File: config.mk
export PLATFORM = sky130hd
export DESIGN_NAME = imem_uart_loader
export DESIGN_NICKNAME = d
export VERILOG_FILES = /design/src/rtl/imem_uart_loader_pkg.sv /design/src/rtl/imem_uart_loader_uart_rx_8n1.sv /design/src/rtl/imem_uart_loader.sv
export SDC_FILE = /design/constraint.sdc
export NUM_CORES = 1
export LEC_CHECK = 0
export ABC_AREA = 1
export CORE_MARGIN = 2
export CORE_UTILIZATION = 55
export CTS_BUF_LIST = sky130_fd_sc_hd__clkbuf_4 sky130_fd_sc_hd__clkbuf_8
export CTS_CLUSTER_SIZE = 16
export DETAILED_ROUTE_END_ITERATION = 10
export PLACE_DENSITY_LB_ADDON = 0.08
export SETUP_SLACK_MARGIN = 0.5
export SLEW_MARGIN = 20
export SYNTH_ARGS = -nofsm -noshare
export SYNTH_HDL_FRONTEND = slang
export SYNTH_HIERARCHICAL = 1
export SYNTH_SLANG_ARGS = --single-unit
File: constraint.sdc
create_clock -name Clk -period 2.6 [get_ports Clk]
set_clock_uncertainty 0.1 [all_clocks]
set_input_delay 0.65 -clock Clk [delete_from_list [all_inputs] [get_ports Clk]]
set_output_delay 0.65 -clock Clk [all_outputs]
set_load 0.005 [all_outputs]
File: src/rtl/imem_uart_loader_pkg.sv
// Shared definitions for the UART instruction-memory loader: FSM state
// encodings for the framing FSM and the byte receiver, plus the frame header.
package imem_uart_loader_pkg;

   localparam logic [7:0] HEADER_BYTE = 8'hA5;

   typedef enum logic [2:0] {
      ST_IDLE     = 3'd0,
      ST_GET_CNT  = 3'd1,
      ST_GET_DATA = 3'd2,
      ST_GET_SUM  = 3'd3,
      ST_DONE     = 3'd4,
      ST_ERR      = 3'd5
   } loaderState_t;

   typedef enum logic [1:0] {
      RX_IDLE  = 2'd0,
      RX_START = 2'd1,
      RX_DATA  = 2'd2,
      RX_STOP  = 2'd3
   } rxState_t;

endpackage

File: src/rtl/imem_uart_loader_uart_rx_8n1.sv
// 8N1 UART byte receiver: 2-flop synchroniser, start-bit glitch rejection at
// half a bit, LSB-first data sampling at bit centres, stop-bit framing check.
//
// Output handshake: rx_valid / rx_ferr are single-cycle pulses with no
// backpressure; rx_byte is valid in the rx_valid cycle and the consumer must
// take it in that cycle. rx_valid and rx_ferr are never high together.
module uart_rx_8n1
   import imem_uart_loader_pkg::*;
#(
   parameter int CLK_HZ = 100000000,
   parameter int BAUD   = 115200
) (
   input  logic       Clk,
   input  logic       Reset,
   input  logic       rx,
   output logic [7:0] rx_byte,
   output logic       rx_valid,
   output logic       rx_ferr,
   output rxState_t   rxState
);

   localparam int DIV   = CLK_HZ / BAUD;
   localparam int HALF  = DIV / 2;
   localparam int CNT_W = $clog2(DIV + 1);

   rxState_t         state;
   rxState_t         nextState;
   logic             rxMeta;
   logic             rxSync;
   logic             rxPrev;
   logic [CNT_W-1:0] bitCnt;
   logic [2:0]       bitIdx;
   logic [7:0]       shiftReg;
   logic             halfTick;
   logic             fullTick;
   logic             startEdge;

   assign halfTick  = (bitCnt == CNT_W'(HALF - 1));
   assign fullTick  = (bitCnt == CNT_W'(DIV - 1));
   assign startEdge = rxPrev & ~rxSync;

   // Synchronise the asynchronous line; flops reset to the idle (high) level
   // so leaving reset never looks like a start edge.
   always_ff @(posedge Clk or negedge Reset) begin
      if (!Reset) begin
         rxMeta <= 1'b1;
         rxSync <= 1'b1;
         rxPrev <= 1'b1;
      end else begin
         rxMeta <= rx;
         rxSync <= rxMeta;
         rxPrev <= rxSync;
      end
   end

   // Receiver state register.
   always_ff @(posedge Clk or negedge Reset) begin
      if (!Reset) state <= RX_IDLE;
      else        state <= nextState;
   end

   // Next-state: start edge, half-bit glitch check, 8 data bits, stop bit.
   always_comb begin
      nextState = state;
      case (state)
         RX_IDLE:  if (startEdge) nextState = RX_START;
         RX_START: if (halfTick)  nextState = rxSync ? RX_IDLE : RX_DATA;
         RX_DATA:  if (fullTick && (bitIdx == 3'd7)) nextState = RX_STOP;
         RX_STOP:  if (fullTick)  nextState = RX_IDLE;
         default:  nextState = RX_IDLE;
      endcase
   end

   // Bit timing counter, data-bit index and LSB-first shift register.
   always_ff @(posedge Clk or negedge Reset) begin
      if (!Reset) begin
         bitCnt   <= '0;
         bitIdx   <= '0;
         shiftReg <= '0;
      end else begin
         if ((state == RX_IDLE) || ((state == RX_START) && halfTick) || fullTick)
            bitCnt <= '0;
         else
            bitCnt <= bitCnt + 1'b1;

         if (state != RX_DATA)
            bitIdx <= '0;
         else if (fullTick)
            bitIdx <= bitIdx + 1'b1;

         if ((state == RX_DATA) && fullTick)
            shiftReg <= {rxSync, shiftReg[7:1]};
      end
   end

   // Outputs: pulses at the stop-bit sample point.
   always_comb begin
      rx_byte  = shiftReg;
      rx_valid = (state == RX_STOP) && fullTick && rxSync;
      rx_ferr  = (state == RX_STOP) && fullTick && !rxSync;
      rxState  = state;
   end

endmodule

File: src/rtl/imem_uart_loader.sv
// UART instruction-memory loader. Accepts frames of
//   A5, N (0 = 256 words), 4*N data bytes MSB-first, XOR checksum
// writes big-endian words to IMem from word address 0 upward and holds the
// CPU in reset until a frame with a matching checksum completes.
// Optional build macro LOADER_TIMEOUT_EN: an inter-byte gap longer than
// TIMEOUT_CYCLES during a load aborts it to the error state.
module imem_uart_loader
   import imem_uart_loader_pkg::*;
#(
   parameter int CLK_HZ         = 100000000,
   parameter int BAUD           = 115200,
   parameter int ADDR_W         = 8,
   parameter int TIMEOUT_CYCLES = 2000000
) (
   input  logic              Clk,
   input  logic              Reset,
   input  logic              uart_rx,
   output logic              im_we,
   output logic [ADDR_W-1:0] im_addr,
   output logic [31:0]       im_wdata,
   output logic              cpu_hold,
   output logic              load_done,
   output logic              load_err,
   output loaderState_t      dbgState,
   output rxState_t          dbgRxState
);

   loaderState_t state;
   loaderState_t nextState;
   logic [7:0]   rxByte;
   logic         rxValid;
   logic         rxFerr;
   logic [8:0]   remaining;
   logic [1:0]   byteIdx;
   logic [23:0]  asmWord;
   logic [7:0]   xorAcc;
   logic         startLoad;
   logic         weNext;
   logic         timeout;

   uart_rx_8n1 #(
      .CLK_HZ (CLK_HZ),
      .BAUD   (BAUD)
   ) uRx (
      .Clk      (Clk),
      .Reset    (Reset),
      .rx       (uart_rx),
      .rx_byte  (rxByte),
      .rx_valid (rxValid),
      .rx_ferr  (rxFerr),
      .rxState  (dbgRxState)
   );

   // A header restarts a load only from IDLE or ERR; mid-frame it is data.
   assign startLoad = rxValid && (rxByte == HEADER_BYTE) &&
                      ((state == ST_IDLE) || (state == ST_ERR));
   assign weNext    = (state == ST_GET_DATA) && rxValid && (byteIdx == 2'd3);

`ifdef LOADER_TIMEOUT_EN
   localparam int GAP_W = $clog2(TIMEOUT_CYCLES + 1);

   logic [GAP_W-1:0] gapCnt;
   logic             gapActive;

   assign gapActive = (state == ST_GET_CNT) || (state == ST_GET_DATA) ||
                      (state == ST_GET_SUM);
   assign timeout   = gapActive && (gapCnt == GAP_W'(TIMEOUT_CYCLES - 1));

   // Inter-byte gap counter; restarts on every received byte and on load start.
   always_ff @(posedge Clk or negedge Reset) begin
      if (!Reset)                                 gapCnt <= '0;
      else if (rxValid || startLoad || !gapActive) gapCnt <= '0;
      else                                        gapCnt <= gapCnt + 1'b1;
   end
`else
   logic unusedTimeoutCfg;

   assign timeout          = 1'b0;
   assign unusedTimeoutCfg = (TIMEOUT_CYCLES == 0);
`endif

   // Framing FSM state register.
   always_ff @(posedge Clk or negedge Reset) begin
      if (!Reset) state <= ST_IDLE;
      else        state <= nextState;
   end

   // Next-state: header, count, data words, checksum; framing errors and
   // gap timeouts abort an in-progress load.
   always_comb begin
      nextState = state;
      case (state)
         ST_IDLE: if (startLoad) nextState = ST_GET_CNT;
         ST_GET_CNT: begin
            if (rxFerr || timeout) nextState = ST_ERR;
            else if (rxValid)      nextState = ST_GET_DATA;
         end
         ST_GET_DATA: begin
            if (rxFerr || timeout)                  nextState = ST_ERR;
            else if (im_we && (remaining == 9'd1))  nextState = ST_GET_SUM;
         end
         ST_GET_SUM: begin
            if (rxFerr || timeout) nextState = ST_ERR;
            else if (rxValid)      nextState = (rxByte == xorAcc) ? ST_DONE : ST_ERR;
         end
         ST_DONE: nextState = ST_IDLE;
         ST_ERR:  if (startLoad) nextState = ST_GET_CNT;
         default: nextState = ST_IDLE;
      endcase
   end

   // Datapath: word assembly, checksum, word counter and the IMem write port.
   always_ff @(posedge Clk or negedge Reset) begin
      if (!Reset) begin
         im_we     <= 1'b0;
         im_addr   <= '0;
         im_wdata  <= '0;
         remaining <= '0;
         byteIdx   <= '0;
         asmWord   <= '0;
         xorAcc    <= '0;
      end else begin
         im_we <= weNext;

         // Address advances the cycle after each write, including the last,
         // so a 256-word load leaves it wrapped back to 0.
         if (startLoad)  im_addr <= '0;
         else if (im_we) im_addr <= im_addr + 1'b1;

         if ((state == ST_GET_CNT) && rxValid)
            remaining <= (rxByte == 8'd0) ? 9'd256 : {1'b0, rxByte};
         else if (im_we)
            remaining <= remaining - 9'd1;

         if (startLoad) begin
            xorAcc  <= '0;
            byteIdx <= '0;
         end else if ((state == ST_GET_DATA) && rxValid) begin
            xorAcc  <= xorAcc ^ rxByte;
            byteIdx <= byteIdx + 1'b1;
            asmWord <= {asmWord[15:0], rxByte};
            if (byteIdx == 2'd3)
               im_wdata <= {asmWord, rxByte};
         end
      end
   end

   // Outputs decoded from the framing state; the error flag stays up until a
   // new header moves the FSM out of ERR.
   always_comb begin
      cpu_hold  = (state == ST_GET_CNT) || (state == ST_GET_DATA) ||
                  (state == ST_GET_SUM) || (state == ST_ERR);
      load_done = (state == ST_DONE);
      load_err  = (state == ST_ERR);
      dbgState  = state;
   end

endmodule

Word-level counts from Yosys, hierarchy flattened
Index checks and enable logic that the tools add are counted.
Word-level totals
  register bits: 113
  input bits: 3
  output and inout bits: 49
  word-level logic and storage cells: 106
Cells by class
  $add $sub $neg: 5
  eq/ne operators: 24
  multiplexer cells: 27
  bitwise operators: 4
  reduce and logical (&&, ||, !) cells: 31
Operators by type and width (number)
  two-way mux 8 bit: 4
  two-way mux 3 bit: 9
  two-way mux 9 bit: 3
  two-way mux 2 bit: 7
  logical AND 1 bit: 12
  case mux 3 bit (4 select lines): 1
  adder 10 x 1 -> 10 bit (second input constant): 1
  equality test 10 bit (second input constant): 1
  equality test 10 x 9 -> 1 bit (second input constant): 1
  two-way mux 10 bit: 1
  != test 2 x 1 -> 1 bit (second input constant): 5
  equality test 3 bit (second input constant): 3
  equality test 9 x 1 -> 1 bit (second input constant): 1
  != test 3 bit (second input constant): 3
  subtractor 9 x 1 -> 9 bit (second input constant): 1
  adder 8 x 1 -> 8 bit (second input constant): 1
  equality test 8 bit: 1
  equality test 8 bit (second input constant): 1
  zero test 8 bit: 1
  case mux 2 bit (4 select lines): 1
  AND reduction 4 bit: 2
  nonzero test 2 bit: 4
  bitwise XOR 8 bit: 1
  equality test 2 bit (second input constant): 3
  other kinds (16): 23

Depth between registers and ports, before layout
Gate-level depths: netlist of the first run.
  depth after elaboration: 7
  depth in mapped cells: 15
  gate-level depth less buffers: 15

Cells and area by module
The synthesis of the first run kept the hierarchy.
By module, submodules not included
  imem_uart_loader: instances 1, cells an instance 460, area each 4011.3 um^2, sequential area each 2177.1 um^2
  uart_rx_8n1: instances 1, cells an instance 150, area each 1260.0 um^2, sequential area each 654.4 um^2

Worst setup path after synthesis of the first run
No wires, ideal clock.
  kind: register to register
  from: reg uRx.bitCnt[0]
  to: reg im_wdata[3]
  library setup time: 0.119 ns
  arrival: 1.974 ns
  required time: 2.381 ns
  setup slack: 0.407 ns
  stages on the path, launching flop included: 16
  path buffers: 1
  cells stage by stage: dfrtp_1 > ha_1 > nand2_1 > nor2_2 > nand3_2 > inv_2 > nand3_1 > nor2_1 > inv_1 > nor2_8 > inv_4 > nor2_8 > inv_4 > buf_6 > nand2_1 > o21ai_2
On the way
  longest elaborated chain between the ends: 7
  elaborated cells between the ends (all ways): 8
  classes of those cells: eq/ne (1); bitwise (1); reduce/logical (6)
RTL lines
  from (decl): line imem_uart_loader_uart_rx_8n1.sv:31  | logic [CNT_W-1:0] bitCnt;
  from (signal assigned): line imem_uart_loader_uart_rx_8n1.sv:84  | bitCnt <= bitCnt + 1'b1;
  equality test 10 bit (*): line imem_uart_loader_uart_rx_8n1.sv:39  | assign fullTick = (bitCnt == CNT_W'(DIV - 1));
  logical AND 1 bit (*) (2 in a row): line imem_uart_loader_uart_rx_8n1.sv:99  | rx_valid = (state == RX_STOP) && fullTick && rxSync;
  via rxValid: line imem_uart_loader.sv:31  | logic rxValid;
  logical AND 1 bit (2 in a row): line imem_uart_loader.sv:55  | assign startLoad = rxValid && (rxByte == HEADER_BYTE) &&
  inverter 1 bit (no line)
  AND reduction 3 bit (no line) (*)
  to (signal assigned): line imem_uart_loader.sv:143  | im_wdata <= {asmWord, rxByte};
  to (decl): line imem_uart_loader.sv:20  | output logic [31:0] im_wdata,
The timed path passes the listed nets; every way through them passes the cells marked *.
A chain may end at the register's enable or synchronous reset.

Worst setup path after layout of the first run
  from: reg uRx.bitCnt[0]
  to: reg im_wdata[18]
The elaborated chain is that of the path after synthesis.

==> results of run 1 <==
-- synthesized netlist by cell type (3+ instances only) --
cell type | count | share of area, %
ha_1 | 8 | 1.9
nor2_2 | 4 | 0.47
dfrtp_1 | 110 | 52
clkbuf_1 | 4 | 0.28
o21ai_2 | 15 | 2.5
o21ai_1 | 19 | 1.8
o221ai_1 | 4 | 0.66
o21ai_0 | 40 | 3.8
xor2_1 | 12 | 2.0
nand4_1 | 7 | 0.83
inv_1 | 74 | 5.3
dfstp_2 | 3 | 1.5
buf_6 | 6 | 1.3
a21oi_1 | 8 | 0.76
nand2_1 | 172 | 12
nor2_1 | 44 | 3.1
nor3_1 | 10 | 0.95
nand3_1 | 38 | 3.6
buf_2 | 4 | 0.38
inv_2 | 5 | 0.36
-- placed cells by master, fill, tap and decap left out, types with 3 or more instances in the layout --
master and instances:
a21oi_1 7, buf_12 4, buf_2 3, buf_4 51
buf_6 3, bufinv_16 3, clkbuf_8 17, clkdlybuf4s50_1 33
clkinv_4 3, dfrtp_1 107, dfrtp_2 3, dfstp_2 3
dlygate4sd2_1 4, dlymetal6s2s_1 11, ha_1 7, inv_1 71
inv_2 5, inv_4 3, inv_6 7, nand2_1 154
nand2_2 15, nand2_4 5, nand3_1 35, nand3_4 3
nand4_1 7, nor2_1 40, nor2_2 5, nor2_4 5
nor3_1 9, o21ai_0 35, o21ai_1 24, o21ai_2 15
o221ai_1 4, xor2_1 12
-- layer usage --
| layer | GRT usage [%] | up-vias | share of wire, % |
|---|---|---|---|
| met1 | 32.6 | 2202 | 45 |
| met4 | 7.69 | 0 | 1.5 |
| met3 | 5.95 | 25 | 3.9 |
| li1 | - | 2187 | - |
| met2 | 36.8 | 127 | 50 |
| met5 | 0 | - | 0 |
-- cell families after synthesis --
| group | after synthesis | synth area share (%) |
|---|---|---|
| AND/OR/NAND/NOR | 289 | 24.0 |
| flip-flops | 113 | 53.7 |
| buffers and inverters | 97 | 8.09 |
| AO/OA/AOI/OAI | 90 | 10.1 |
| XOR/XNOR | 13 | 2.16 |
| adder cells (fa/ha/maj) | 8 | 1.90 |
-- area by class of cell --
cell class / instances / area (sq um) / area share [%]
repair buffers: 111 / 1060 / 15.1
well taps: 129 / 161 / 2.29
flip-flops and latches: 113 / 2840 / 40.3
inverters: 81 / 350 / 4.98
multi-input cells: 400 / 2160 / 30.7
clock buffers: 17 / 234 / 3.33
repair inverters: 2 / 32.5 / 0.462
clock inverters: 15 / 196 / 2.79
-- through the flow --
stage          cell area (sq um)  worst slack (ns)  hold WS, ns  power [W]
2_1_floorplan               5280             0.515        0.245    0.00197
3_3_place_gp                5900             0.160        0.246    0.00206
3_5_place_dp                5900             0.110        0.248    0.00207
4_1_cts                     6550             0.438       0.0731    0.00389
5_1_grt                     7030             0.273       0.0820    0.00402
6_report                    7030             0.398       0.0820    0.00386
-- worst reg2reg max path, stage by stage, from the launching register on --
cell and delay (ns):
dfrtp_1 0.38, ha_2 0.21, nand2_2 0.05, nor2_2 0.08
nand3_2 0.08, inv_2 0.09, nand3_4 0.09, nor2_4 0.18
inv_4 0.09, nor2_8 0.13, clkinv_8 0.09, nor2_8 0.14
buf_12 0.14, clkinv_16 0.08, nand2_1 0.11, o21ai_2 0.06
-- registers in the layout (all words and copies together), names as in the netlist, 3 cells and up, named ones only --
signal	count
uRx/bitIdx	3
dbgState	3
im_addr	8
im_wdata	32
uRx/rx_byte	8
remaining	9
uRx/bitCnt	10
asmWord	24
xorAcc	8
-- report_power, final --
| part | switching [W] | leakage, nW | internal [W] |
|---|---|---|---|
| registers | 0.0000215 | 1.56 | 0.00179 |
| clock network | 0.000803 | 0.215 | 0.000980 |
| logic | 0.000176 | 1.77 | 0.0000948 |
| total | 0.00100 | 3.54 | 0.00286 |
-- how the worst max path moves through the flow --
stage,startpoint,to,slack [ns],cells past startpoint
floorplan,uRx/bitCnt[0],im_wdata[3],0.51,15
global placement,uRx/bitCnt[0],im_addr[5],0.16,12
detailed placement,uRx/bitCnt[0],im_addr[5],0.11,12
CTS,dbgState[1],load_err,0.44,5
global route,uRx/bitCnt[0],im_wdata[18],0.27,15
finish,uRx/bitCnt[0],im_wdata[18],0.40,15
-- repair_timing --
item / 4_1_cts / 5_1_grt
gates cloned: 0 / 4
setup endpoints to repair: 102 / 100
buffers inserted: 25 / 26
hold endpoints to repair: 0 / 0
pin swaps: 3 / 8
gates resized for setup: 27 / 67
==> metrics.md, run 1 <==
| Metric | Value |
|---|---|
| Seq/Total Area, Yosys | 53.7% |
| Max-slew violations | 0 |
| Hold Vio Cnt, Final | 0 |
| Die outline area | 10400 sq um |
| Gpl congestion | 0.880 |
| Max clock buf depth | 2 |
| Worst-path cell chain | ha_2, nand2_2, nor2_2, nand3_2, inv_2, nand3_4, nor2_4, inv_4, nor2_8, clkinv_8, nor2_8, buf_12, clkinv_16, nand2_1, o21ai_2 |
| Core Rows | 35 |
| CP Capture Type | flop |
| Worst reg2reg path depth | 15 |
| Class of the worst hold path | primary input to async pin |
| Antenna violations before repair | 0 |
| Outcome | finished clean |
| Crit Reg-Reg Startpoint | uRx/bitCnt[0] |
| I/O pin total | 52 |
| Cell Area, Synth | 5270 sq um |
| Initial drt markers | 272 |
| Fin nets | 737 |
| Synthesized net count | 621 |
| Largest net degree at the start of global routing | 65 |
| Leak | 3.54 nW |
| Finished Layout Cells | 868 |
| R2R setup slack | 0.40 ns |
| Peak supply drop | 0.411 mV |
| Total track usage | 23.5% |
| Placed Cells | 781 |
| Final period util | 84.7% |
| WL/cell | 14.7 um |
| TritonCTS clock tree | yes |
| Yosys cell types | 35 |
| Chip Width | 102 um |
| Clock Latency Late Sink | 0.42 ns |
| Clk sinks | 113 |
| Setup tns final | 0 ns |
| WL final | 12800 um |
| FFs w/ async S/R, synth | 100% |
| Critical Path Start Type | flop |
| N_diodes | 0 |
| WP data arrival | 2.41 ns |
| Max frequency | 454 MHz |
| Pin slew with the least headroom to its limit | 0.507 ns |
| Syn Inst Count | 610 |
| Residual DRC | 0 |
| PwrDens | 549 nW/um^2 |
| Post-synth EDFFs | 0 |
| CP Max Fanout | 16 |
| Gr ovfl total | 0 |
| Ys Warns | 6 |
| Main synth FF type | dfrtp_1 |
| Layout cells sized above 1 | 23.1% |
| Layout area overhead | 33.4% |
| Unrepaired setup endpoints after global routing | true |
| Worst EP required | 2.81 ns |
| Port bufs | 51 |
| RR Endpoint | im_wdata[18] |
| CP max stage delay | 0.38 ns |
| Crit path buffers/inverters | 5 |
| Vias in the first global route | 4083 |
| Worst-path clk slew | 0.08 ns |
| DIE HEIGHT | 102 um |
| 1st-pass router iterations | 5 |
| Final min period | 2.20 ns |
| Fill count | 666 |
| Post-DRT Antenna Nets | 0 |
| First-pass GRT wire length | 19000 um |
| Max Cap Viol | 0 |
| # hold bufs at CTS | 0 |
| Vias | 4541 |
| Vias per cell | 5.23 |
| Most used cell, CP | nor2_8 |
| TritonCTS buffer count | 17 |
| Cell family with most CP delay | simple AND/OR/NAND/NOR gates |
| Fin util | 75.8% |
| Root buffer selected by CTS | clkbuf_8 |
| Synthesized flop and latch total | 113 |
| DP HPWL | 7290 um |
| CTS H-Tree Depth | 4 |
| Initial core utilization | 56.8% |
| Critical path class | flop to flop |
| Syn avg cell area | 8.64 sq um |
| Core area | 9280 sq um |
| Slowest CP cell | dfrtp_1 |
| Final setup fails | 0 |
| Worst slew margin | 66.0% |
Note: power is estimated with default switching activity, not from simulation.
==> run 2: changes to the inputs <==
==> constraint.sdc (replaced) <==
create_clock -name Clk -period 2.2 [get_ports Clk]
set_clock_uncertainty 0.1 [all_clocks]
set_input_delay 0.55 -clock Clk [delete_from_list [all_inputs] [get_ports Clk]]
set_output_delay 0.55 -clock Clk [all_outputs]
set_load 0.005 [all_outputs]
==> run 2 against run 1 <==
Setup slack worse by 0.30 ns; global-route usage is 1.3 points higher; first-iteration DRC count is 28% higher; critical endpoint is now im_wdata[8]; highest routed layer unchanged.
==> metrics.md, run 2 (synthesis gave the netlist of run 1 again) <==
| Metric | Value |
|---|---|
| Peak supply drop | 0.593 mV (+44%) |
| Gr ovfl total | 0 (unchanged) |
| Port bufs | 51 (unchanged) |
| # hold bufs at CTS | 0 (unchanged) |
| CP max stage delay | 0.36 ns (-0.02 ns) |
| Total track usage | 24.8% (+1.3 points) |
| Worst reg2reg path depth | 15 (unchanged) |
| Most frequent cells in the layout | 149 x nand2_1, 107 x dfrtp_1, 70 x inv_1 |
| Unrepaired setup endpoints after global routing | true |
| Crit path buffers/inverters | 5 (unchanged) |
| Outcome | finished clean |
| Residual DRC | 0 (unchanged) |
| Final period util | 95.7% (+11 points) |
| Vias | 4675 (+3.0%) |
| CP Max Fanout | 23 (+7) |
| Crit Reg-Reg Startpoint | uRx/bitCnt[1] |
| Biggest regs | im_wdata: 32 flops, asmWord: 24 flops, uRx/bitCnt: 10 flops |
| CP Capture Type | flop |
| Layout cells sized above 1 | 33.9% (+11 points) |
| First-pass GRT wire length | 20200 um (+6.3%) |
| Post-DRT Antenna Nets | 0 (unchanged) |
| Setup tns final | 0 ns (unchanged) |
| Core area | 9280 sq um (unchanged) |
| Multi-input logic area | 2360 sq um (+9.2%) |
| Layout area overhead | 38.3% |
| R2R setup slack | 0.09 ns (-0.30 ns) |
| WL final | 13500 um (+5.6%) |
| Slowest CP cell | dfrtp_1 |
| Chip Width | 102 um (unchanged) |
| Fin nets | 753 (+2.2%) |
| Gpl congestion | 0.835 (-5.2%) |
| N_diodes | 0 (unchanged) |
| Crit path depth | 15 (unchanged) |
| RR Endpoint | im_wdata[8] |
| Max Cap Viol | 0 (unchanged) |
| Largest register by flop count | im_wdata |
| Setup ws final | 0.0935 ns (-0.304 ns) |
| TritonCTS clock tree | yes |
| Hold Vio Cnt, Final | 0 (unchanged) |
| CTS H-Tree Depth | 4 (unchanged) |
| Max-slew violations | 0 (unchanged) |
| Initial drt markers | 348 (+28%) |
| WP data arrival | 2.31 ns (-0.10 ns) |
| TritonCTS buffer count | 17 (unchanged) |
| Die outline area | 10400 sq um (unchanged) |
| Critical Path Sink | im_wdata[8] |
| PwrDens | 630 nW/um^2 (+15%) |
| Max frequency | 475 MHz (+4.5%) |
| Leak | 3.67 nW (+3.6%) |
| Fill count | 612 (-8.1%) |
| Max reg flops | 32 (unchanged) |
| Worst EP required | 2.40 ns (-0.41 ns) |
| Clock Latency Late Sink | 0.42 ns (about the same) |
| Clk sinks | 113 (unchanged) |
| I/O pin total | 52 (unchanged) |
| 1st-pass router iterations | 5 (unchanged) |
| Class of the worst hold path | primary input to async pin |
| WL/cell | 15.3 um (+3.7%) |
| DIE HEIGHT | 102 um (unchanged) |
| FF+latch area | 2840 sq um (unchanged) |
| Vias per cell | 5.29 (+1.1%) |
| Root buffer selected by CTS | clkbuf_8 |
| Worst-path clk slew | 0.08 ns (about the same) |
| Min Hold Slack | 0.0247 ns (-0.0573 ns) |
| Critical Path Source | uRx/bitCnt[1] |
| Core Rows | 35 (unchanged) |
| Worst slew margin | 48.1% (-18 points) |
| Critical path class | flop to flop |
| Max clock buf depth | 2 (unchanged) |
| DP HPWL | 7480 um (+2.6%) |
| Antenna violations before repair | 0 (unchanged) |
| Worst-path cell chain | ha_2, nand2_2, nor2_2, nand3_2, inv_2, nand3_4, nor2_4, inv_4, nor2_8, inv_6, nor2_8, inv_6, buf_12, nand2_1, o21ai_2 |
| Final min period | 2.11 ns (-0.0957 ns) |
| Critical Path Start Type | flop |
| Initial core utilization | 56.8% (unchanged) |
| Cell family with most CP delay | simple AND/OR/NAND/NOR gates |
| Dpl ws | 0.116 ns (+0.00586 ns) |
| Final setup fails | 0 (unchanged) |
| Vias in the first global route | 4348 (+6.5%) |
| Pin slew with the least headroom to its limit | 0.772 ns (+0.266 ns) |
| Commonest non-fill, non-tap cell in the layout | nand2_1 |
| Largest net degree at the start of global routing | 77 (+18%) |
[run 2: layout make-up]
cell class                 instances  share of cell area [%]
sequential                       113                    38.9
multi-input combinational        402                    32.3
timing repair buffer             127                    16.2
inverter                          81                    4.45
clock buffer                      17                    3.21
clock inverter                    15                    2.70
tap                              129                    2.21
[run 2: metal layers]
layer	wire length, um	vias to the layer above	track usage [%]
met5	0	-	0
met4	330	0	6.15
met3	875	36	5.54
met2	6880	186	42.2
met1	5420	2226	32.5
li1	-	2227	-
[run 2: worst min-delay path by stage]
stage / end / slack, ns / startpoint / depth (start not counted)
3_3_place_gp: uRx/rxSync / 0.25 / uRx/rxMeta / 0
4_1_cts: im_wdata[25] / 0.04 / Reset / 2
3_5_place_dp: uRx/rxSync / 0.25 / uRx/rxMeta / 0
6_report: im_wdata[25] / 0.02 / Reset / 2
2_1_floorplan: asmWord[0] / 0.15 / Reset / 0
5_1_grt: im_wdata[25] / 0.03 / Reset / 2
[run 2: timing repair]
item,4_1_cts,5_1_grt
buffers inserted,35,15
cloned,5,6
endpoints found under the setup margin,135,132
endpoints found under the hold margin,0,0
pin swaps,10,12
gates resized for setup,135,149
[run 2: stage by stage]
| stage | total power [W] | util [%] | instance area [sq um] | instances |
|---|---|---|---|---|
| after detailed placement | 0.00246 | 64.7 | 6010 | 791 |
| after CTS | 0.00459 | 74.3 | 6900 | 863 |
| after global routing | 0.00478 | 78.5 | 7290 | 884 |
| after floorplan | 0.00233 | - | 5310 | 610 |
| after global placement | 0.00246 | 64.7 | 6010 | 791 |
| final | 0.00459 | 78.5 | 7290 | 884 |
[run 2: power breakdown]
group / switching (W) / internal [W] / total, W
Combinational: 0.000228 / 0.000115 / 0.000343
Sequential: 0.0000228 / 0.00211 / 0.00214
Clock: 0.000955 / 0.00116 / 0.00211
Total: 0.00121 / 0.00338 / 0.00459
==> run 3: changes to the inputs <==
--- a/config.mk
+++ b/config.mk
@@ -12,6 +12,7 @@
 export CTS_CLUSTER_SIZE = 16
 export DETAILED_ROUTE_END_ITERATION = 10
 export PLACE_DENSITY_LB_ADDON = 0.08
+export RECOVER_POWER = 25
 export SETUP_SLACK_MARGIN = 0.5
 export SLEW_MARGIN = 20
 export SYNTH_ARGS = -nofsm -noshare
==> constraint.sdc (replaced) <==
create_clock -name Clk -period 2.2 [get_ports Clk]
set_clock_uncertainty 0.1 [all_clocks]
set_input_delay 0.55 -clock Clk [delete_from_list [all_inputs] [get_ports Clk]]
set_output_delay 0.55 -clock Clk [all_outputs]
set_load 0.01 [all_outputs]
==> run 3 against run 2 <==
Final area down 0.27%; die area unchanged; via count increased by 1.9%; largest power group unchanged; setup slack better by 0.030 ns.
==> metrics.md, run 3 (synthesis gave the netlist of run 1 again) <==
| Metric | Value |
|---|---|
| Outcome | finished clean |
| Max Cap Viol | 0 (unchanged) |
| Internal power | 0.00336 W (-0.88%) |
| Largest register by flop count | im_wdata |
| CTS H-Tree Depth | 4 (unchanged) |
| WL/cell | 15.6 um (+2.2%) |
| TritonCTS clock tree | yes |
| Vias | 4765 (+1.9%) |
| Cells on Worst Hold Path | 0 |
| Core Rows | 35 (unchanged) |
| DP HPWL | 7460 um (-0.28%) |
| Biggest regs | im_wdata: 32 flops, asmWord: 24 flops, uRx/bitCnt: 10 flops |
| Hold Vio Cnt, Final | 0 (unchanged) |
| Worst-path clk slew | 0.07 ns (about the same) |
| Die outline area | 10400 sq um (unchanged) |
| Comb pwr share | 7.5% (about the same) |
| Clk sinks | 113 (unchanged) |
| Class of the worst hold path | flop to flop |
| Initial drt markers | 305 (-12%) |
| Critical Path Start Type | flop |
| Most frequent cells in the layout | 152 x nand2_1, 107 x dfrtp_1, 70 x inv_1 |
| Max clock buf depth | 2 (unchanged) |
| Layout area overhead | 37.9% |
| Clock Latency Late Sink | 0.43 ns (about the same) |
| 1st-pass router iterations | 5 (unchanged) |
| Max frequency | 482 MHz (+1.4%) |
| Min Hold Slack | 0.268 ns (+0.243 ns) |
| Vias in the first global route | 4471 (+2.8%) |
| Worst slew margin | 40.0% (-8.1 points) |
| Core area | 9280 sq um (unchanged) |
| CP Max Fanout | 10 (-57%) |
| Leak | 3.66 nW (-0.32%) |
| Layout cells sized above 1 | 34.9% (+0.96 points) |
| Worst EP required | 2.41 ns (about the same) |
| Final setup fails | 0 (unchanged) |
| First-pass GRT wire length | 21200 um (+4.7%) |
| Port bufs | 51 (unchanged) |
| Part of the power in registers | 47.1% (+0.6 points) |
| Post-DRT Antenna Nets | 0 (unchanged) |
| Fin nets | 758 (+0.66%) |
| N_diodes | 0 (unchanged) |
| Sw Ratio | 25.9% (-0.34 points) |
| Worst reg2reg path depth | 15 (unchanged) |
| Final min period | 2.08 ns (-0.0298 ns) |
| Total track usage | 26.5% (+1.7 points) |
| Sw Pwr | 0.00117 W (-2.6%) |
| Residual DRC | 0 (unchanged) |
| Initial core utilization | 56.8% (unchanged) |
| Root buffer selected by CTS | clkbuf_8 |
| Largest net degree at the start of global routing | 38 (-51%) |
| PwrDens | 623 nW/um^2 (-1.1%) |
| DIE HEIGHT | 102 um (unchanged) |
| WP data arrival | 2.29 ns (-0.02 ns) |
| Antenna violations before repair | 0 (unchanged) |
| WL final | 13900 um (+2.8%) |
| Critical path class | flop to flop |
| Gpl congestion | 0.835 (about the same) |
| I/O pin total | 52 (unchanged) |
| Final period util | 94.4% (-1.4 points) |
| CP Capture Type | flop |
| Gr ovfl total | 0 (unchanged) |
| Vias per cell | 5.36 (+1.4%) |
| Commonest non-fill, non-tap cell in the layout | nand2_1 |
| Unrepaired setup endpoints after global routing | true |
| Peak supply drop | 0.550 mV (-7.2%) |
| Pin slew with the least headroom to its limit | 0.899 ns (+0.127 ns) |
| TritonCTS buffer count | 17 (unchanged) |
| Max-slew violations | 0 (unchanged) |
| Max reg flops | 32 (unchanged) |
| Setup tns final | 0 ns (unchanged) |
| Chip Width | 102 um (unchanged) |
| Clock Power Share | 45.5% (-0.5 points) |
## run 3: cell types whose count changed in the layout (fill, tap and decap cells not counted), sizes merged
cell           before  now
dlymetal6s2s        1    0
clkbuf             52   32
dlygate4sd3         0    2
buf                80  115
inv                89   84
clkdlybuf4s50       1    0
clkinvlp            1    2
clkinv              3    7
clkdlybuf4s15      10    0
## run 3: stage by stage
step           power, W  area, sq um  instances  util, %  setup WS [ns]
2_1_floorplan   0.00233         5310        610        -          0.128
3_3_place_gp    0.00246         6020        792     64.8          0.139
3_5_place_dp    0.00247         6020        792     64.8          0.129
4_1_cts         0.00452         7050        867     76.0          0.231
5_1_grt         0.00470         7270        889     78.3         0.0432
6_report        0.00453         7270        889     78.3          0.123
## run 3: path summary, 6_finish.rpt
check / slack (ns) / startpoint / end
setup / recovery: 0.12 / uRx/bitCnt[7] / im_wdata[31]
hold / removal: 0.27 / uRx/rxMeta / uRx/rxSync
setup reg to reg: 0.12 / uRx/bitCnt[7] / im_wdata[31]
hold reg to reg: 0.27 / uRx/rxMeta / uRx/rxSync
max in group asynchronous: 0.38 / Reset / uRx/bitIdx[2]
min in group asynchronous: 0.44 / Reset / im_wdata[25]
## run 3: area by class of cell
type,count,area (sq um)
fill,615,2020
tap,129,161
clock buffer,17,234
clock inverter,15,181
inverter,81,327
multi-input combinational,402,2340
sequential,113,2840
timing repair buffer,132,1180
## run 3: routing by layer
| metal | part of all wire (%) | vias up | GRT usage, % | wire length [um] |
|---|---|---|---|---|
| met5 | 0 | - | 0 | 0 |
| met4 | 2.0 | 0 | 10.3 | 274 |
| met3 | 5.0 | 32 | 5.34 | 699 |
| met2 | 50 | 153 | 43.3 | 7000 |
| met1 | 43 | 2338 | 35.2 | 5910 |
| li1 | - | 2242 | - | - |
## run 3: timing repair
item	CTS	global route
hold buffers	1	0
gates resized for setup	222	93
setup endpoints to repair	135	135
pin swaps	8	11
cloned	7	4
buffers inserted	35	18
endpoints found under the hold margin	19	0
## run 3: power by group through the flow
| stage | Combinational, W | Sequential (W) | Clock (W) |
|---|---|---|---|
| floorplan | 0.000138 | 0.00219 | 0 |
| global placement | 0.000277 | 0.00218 | 0 |
| detailed placement | 0.000285 | 0.00219 | 0 |
| CTS | 0.000316 | 0.00213 | 0.00207 |
| finish | 0.000338 | 0.00213 | 0.00206 |
| global route | 0.000385 | 0.00213 | 0.00218 |
## run 3: critical path, cell delays in order (launching register included)
cell	delay, ns
dfrtp_1	0.37
inv_2	0.10
nand2_1	0.08
nor2_2	0.12
nand3_2	0.11
inv_2	0.09
nand3_4	0.07
nor2_4	0.14
inv_4	0.07
nor2_8	0.11
inv_4	0.06
nor2_8	0.14
inv_8	0.09
clkbuf_16	0.17
nand2_1	0.06
o21ai_1	0.07
